### src/rtl/ram_arbiter.sv
// Shares the program/data RAM between the stack processor and a loader port.
// The processor is frozen via cpu_haltN while the loader owns the RAM.
module ram_arbiter #(
  parameter int unsigned ADDR_W   = 8,
  parameter int unsigned DATA_W   = 8,
  parameter int unsigned HOLD_MAX = 16,
  parameter int unsigned CPU_MIN  = 4
) (
  input  logic              clk,
  input  logic              reset,
  input  logic              cpu_readWriteN,
  input  logic [ADDR_W-1:0] cpu_address,
  input  logic [DATA_W-1:0] cpu_data_out,
  output logic [DATA_W-1:0] cpu_data_in,
  output logic              cpu_haltN,
  input  logic              ld_req,
  input  logic              ld_readWriteN,
  input  logic [ADDR_W-1:0] ld_address,
  input  logic [DATA_W-1:0] ld_wdata,
  output logic              ld_gnt,
  output logic [DATA_W-1:0] ld_rdata,
  output logic              ld_rvalid,
  output logic              ram_readWriteN,
  output logic [ADDR_W-1:0] ram_address,
  output logic [DATA_W-1:0] ram_data_out,
  input  logic [DATA_W-1:0] ram_data_in
);

  localparam int unsigned CNT_W = 8;

  typedef enum logic [1:0] {ST_CPU, ST_HALT, ST_LOAD, ST_RESTORE} state_t;

  state_t           state;
  logic [CNT_W-1:0] hold_cnt;
  logic [CNT_W-1:0] cpu_window;
  logic             ld_accept_c;

  assign ld_accept_c = (state == ST_LOAD) && ld_gnt && ld_req;
  assign cpu_data_in = ram_data_in;
  assign ld_rdata    = ram_data_in;

  // Ownership FSM; cpu_window starts saturated so the first grant is not delayed
  always_ff @(posedge clk or posedge reset) begin
    if (reset) begin
      state      <= ST_CPU;
      cpu_haltN  <= 1'b1;
      ld_gnt     <= 1'b0;
      ld_rvalid  <= 1'b0;
      hold_cnt   <= '0;
      cpu_window <= CNT_W'(CPU_MIN);
    end else begin
      ld_rvalid <= ld_accept_c && ld_readWriteN;
      case (state)
        ST_CPU: begin
          if (ld_req && (cpu_window >= CNT_W'(CPU_MIN))) begin
            state     <= ST_HALT;
            cpu_haltN <= 1'b0;
          end else if (cpu_window < CNT_W'(CPU_MIN)) begin
            cpu_window <= cpu_window + CNT_W'(1);
          end
        end
        ST_HALT: begin
          state    <= ST_LOAD;
          ld_gnt   <= 1'b1;
          hold_cnt <= '0;
        end
        ST_LOAD: begin
          if (!ld_req) begin
            state  <= ST_RESTORE;
            ld_gnt <= 1'b0;
          end else if (ld_gnt) begin
            hold_cnt <= hold_cnt + CNT_W'(1);
            if (hold_cnt == CNT_W'(HOLD_MAX - 1)) begin
              state  <= ST_RESTORE;
              ld_gnt <= 1'b0;
            end
          end
        end
        ST_RESTORE: begin
          state      <= ST_CPU;
          cpu_haltN  <= 1'b1;
          cpu_window <= '0;
        end
        default: state <= ST_CPU;
      endcase
    end
  end

  // While frozen, the processor address is re-read so its pending data is ready on resume
  always_comb begin
    ram_readWriteN = cpu_readWriteN;
    ram_address    = cpu_address;
    ram_data_out   = cpu_data_out;
    case (state)
      ST_HALT, ST_RESTORE: ram_readWriteN = 1'b1;
      ST_LOAD: begin
        if (ld_gnt) begin
          ram_readWriteN = ld_readWriteN | ~ld_req;
          ram_address    = ld_address;
          ram_data_out   = ld_wdata;
        end else begin
          ram_readWriteN = 1'b1;
        end
      end
      default: ;
    endcase
  end

endmodule

### config.mk
export PLATFORM = sky130hd
export DESIGN_NAME = ram_arbiter
export DESIGN_NICKNAME = d
export VERILOG_FILES = /design/src/rtl/ram_arbiter.sv
export SDC_FILE = /design/constraint.sdc
export NUM_CORES = 1
export LEC_CHECK = 0
export CORE_AREA = 2 2 69 71
export CTS_BUF_LIST = sky130_fd_sc_hd__clkbuf_16
export CTS_CLUSTER_SIZE = 40
export DETAILED_ROUTE_END_ITERATION = 6
export DIE_AREA = 0 0 71 73
export GPL_ROUTABILITY_DRIVEN = 0
export PLACE_DENSITY = 0.74
export SLEW_MARGIN = 20
export SYNTH_ARGS = -nofsm -noshare
export SYNTH_HDL_FRONTEND = slang
export SYNTH_SLANG_ARGS = --single-unit
export TNS_END_PERCENT = 10
### constraint.sdc
create_clock -name clk -period 2.3 [get_ports clk]
set_clock_uncertainty 0.2 [all_clocks]
set_input_delay 0.345 -clock clk [delete_from_list [all_inputs] [get_ports clk]]
set_output_delay 0.345 -clock clk [all_outputs]
set_load 0.02 [all_outputs]
==> metrics.md <==
| Metric | Value |
|---|---|
| Die Wd | 71 um |
| Critical path fanouts, max | 9 |
| Fin nets | 268 |
| H-tree Lvls | 1 |
| Peak VDD IR | 442 uV |
| Critical path endpoint category | flip-flop |
| Post-Syn Area per Cell | 9.20 um^2 |
| WS Path Type | flip-flop to flip-flop |
| Initial antenna violation count | 0 |
| Pin count of the biggest net entering global routing | 22 |
| Number of enable flip-flop cells after synthesis | 0 |
| First-pass GRT wire length | 6050 um |
| Crit path max-delay family | compound AO/OA/AOI/OAI gates |
| Yosys warning total | 0 |
| Antenna diodes | 0 |
| Yosys reg bits | 21 |
| Comb power frac | 62.5% |
| Crit path largest cell delay | 390 ps |
| Status | complete, no violations |
| Post-synth cell types | 38 |
| Post-Layout Cell Count | 269 |
| Detailed router's first-iteration violation count | 100 |
| Mapped Nets | 215 |
| Remaining DRCs | 0 |
| Pwr dens | 1170 nW/um^2 |
| Net switching power | 1060 uW |
| FP Rows | 25 |
| Seq pwr share | 22.9% |
| Share of post-route cells with drive strength above 1 | 27.9% |
| Max_slew headroom | 75.7% |
| Clock Tree Buf Depth | 2 |
| Drt total wl | 3770 um |
| Clock buffer count from CTS | 3 |
| GRT Util Overall | 14.7% |
| CTS Sinks | 21 |
| Main synth FF type | dfrtp_1 |
| Leak | 0.000937 uW |
| Hold WC Path Type | primary input to asynchronous set/reset pin |
| Post-CTS Setup Inserts | 0 |
| First-pass DRT Iterations | 4 |
| Clk_lat worst skew | 250 ps |
| CP Data Arrival Time | 2170 ps |
| Clock period minus worst slack | 2230 ps |
| Final Slew Violations | 0 |
| Tcrit/Tclk final | 96.9% |
| Ports | 81 |
| Data required, critical path | 2240 ps |
| Input/output buffers | 56 |
| Final Hold Fails | 0 |
| Clk pin slew, worst setup/hold paths | 60 ps |
| WHS | 218 ps |
| ANT nets after route | 0 |
| Final core occ | 46.9% |
| Crit path cell chain | buf_4 -> inv_2 -> ha_1 -> or3_1 -> o22a_1 -> buf_6 -> a221o_1 |
| Placed cells | 265 |
| Internal | 1430 uW |
| Gr ovfl total | 0 |
| Post-Syn Instances | 163 |
| Ys async rst share | 100% |
| Number of global-route vias before repair | 1,340 |
| Clock power frac | 14.6% |
| Detailed placer's ending HPWL | 2800 um |
| Vias/cell | 5.14 |
| Synth-to-Final Area Change | 41.8% |
| Core ar. | 4540 um^2 |
| DR vias | 1,383 |
| CP Buf/Inv Count | 3 |
| Slowest library cell on the worst path | dfrtp_1 |
| Die area | 5180 um^2 |
| Post-Place Cell Area | 2100 um^2 |
| CTS tree | built |
| Starting density of the core | 33.1% |
| Final setup fails | 0 |
| Fmax | 0.449 GHz |
| Post-route cell area | 2130 um^2 |
| Max-cap violation count | 0 |
| Die height | 73 um |
| Switching Share | 42.6% |
| CTS root buffer | clkbuf_16 |
| Crit start category | flip-flop |
| Post-synthesis sequential area ratio | 35.2% |
| DR WL/cell | 14.0 um |
| Slew @ Worst Pin | 361 ps |
| Post-Syn Area | 1500 um^2 |
through the flow:
stage          total power [uW]  setup WS, ps  setup TNS, ps
5_1_grt                    2680         -21.9          -21.9
3_5_place_dp               2170          4.75              0
6_report                   2500          71.4              0
2_1_floorplan              1520           106              0
3_3_place_gp               2130          7.20              0
4_1_cts                    2490          2.08              0
cell usage in the layout (no fill, tap or decap), types with 3 or more instances in the layout:
cell and n:
dfrtp_1 19, nand4_1 5, a21oi_1 4, ha_1 7, mux2_2 16, nand3_1 7, nand2_1 12, nor2b_1 3
clkbuf_2 11, buf_4 11, buf_2 5, inv_1 7, o31ai_1 5, clkbuf_16 3, clkdlybuf4s50_1 39, nor2_1 5
o21ai_0 16
flip-flops by register name (all words and copies together), names as in the netlist:
register,cells
cpu_window,8
hold_cnt,8
state,2
cpu_haltN,1
ld_gnt,1
ld_rvalid,1
repair_timing:
item                       CTS  global route
pin swaps                    0             4
hold buffers                 0             0
setup endpoints to repair   17            23
resized for setup           38            25
power groups by stage:
stage	clock, uW	combinational [uW]	sequential [uW]
after detailed placement	0	1590	572
after global routing	382	1710	587
after global placement	0	1560	567
final	365	1560	571
after CTS	373	1550	567
after floorplan	0	938	585
metal layers:
layer  global-route usage [%]  wire length (um)  share of wire (%)
met1                     18.7              1610                 43
met2                     24.4              1850                 49
met3                     3.45               263                7.0
met4                     5.66                50                1.3
met5                        0                 0                  0
area by class of cell:
cell class,count,area [um^2]
flip-flops and latches,21,528
inverters,7,26.3
well taps,54,67.6
multi-input cells,114,833
repair buffers,69,593
clock buffers,3,75.1
fillers,420,2410
clock inverters,1,3.75
cells in the mapped netlist (2+ instances only):
cell type	instances	area, um^2
and4_1	2	17.5
or4_1	3	22.5
ha_1	7	87.6
nor2b_1	3	18.8
nand2_1	12	45.0
o21ai_0	17	85.1
inv_1	7	26.3
nand2b_1	2	12.5
mux2_2	16	180
clkbuf_1	4	15.0
dfstp_2	2	52.6
a31oi_1	2	12.5
o22a_1	2	17.5
nand4_1	5	31.3
nor4_1	2	12.5
nor2_1	5	18.8
dfrtp_1	19	475
and2_1	2	12.5
and3_1	2	12.5
a21oi_1	4	20.0
buf_4	16	120
nand3_1	8	40.0
o31ai_1	6	45.0
worst reg2reg max path, delay by kind of cell, from the launching register on:
kind / cells / cell delay [ps]
buffers and inverters: 3 / 370
adder cells (fa/ha/maj): 1 / 250
AND/OR/NAND/NOR: 1 / 330
AO/OA/AOI/OAI: 2 / 580
flip-flops: 1 / 390
final timing paths:
path	from	end	slack, ps	depth (start not counted)
min	reset	cpu_window[3]	220	3
min reg2reg	cpu_haltN	cpu_haltN	300	2
min in group clk	cpu_haltN	cpu_haltN	300	2
max reg2reg	state[1]	cpu_window[3]	70	7
max in group asynchronous	reset	cpu_haltN	1410	3
max	state[1]	cpu_window[3]	70	7
logic make-up (layout without fill, tap and decap cells):
kind of cell / count (synthesis) / count (layout) / synth area share, %
adder cells (fa/ha/maj): 7 / 7 / 5.84
multiplexers: 17 / 17 / 12.7
AO/OA/AOI/OAI: 37 / 37 / 15.5
flip-flops: 21 / 21 / 35.2
XOR/XNOR: 1 / 1 / 0.584
buffers and inverters: 28 / 80 / 11.1
AND/OR/NAND/NOR: 52 / 52 / 19.1
Power figures use the tool's default switching activity.
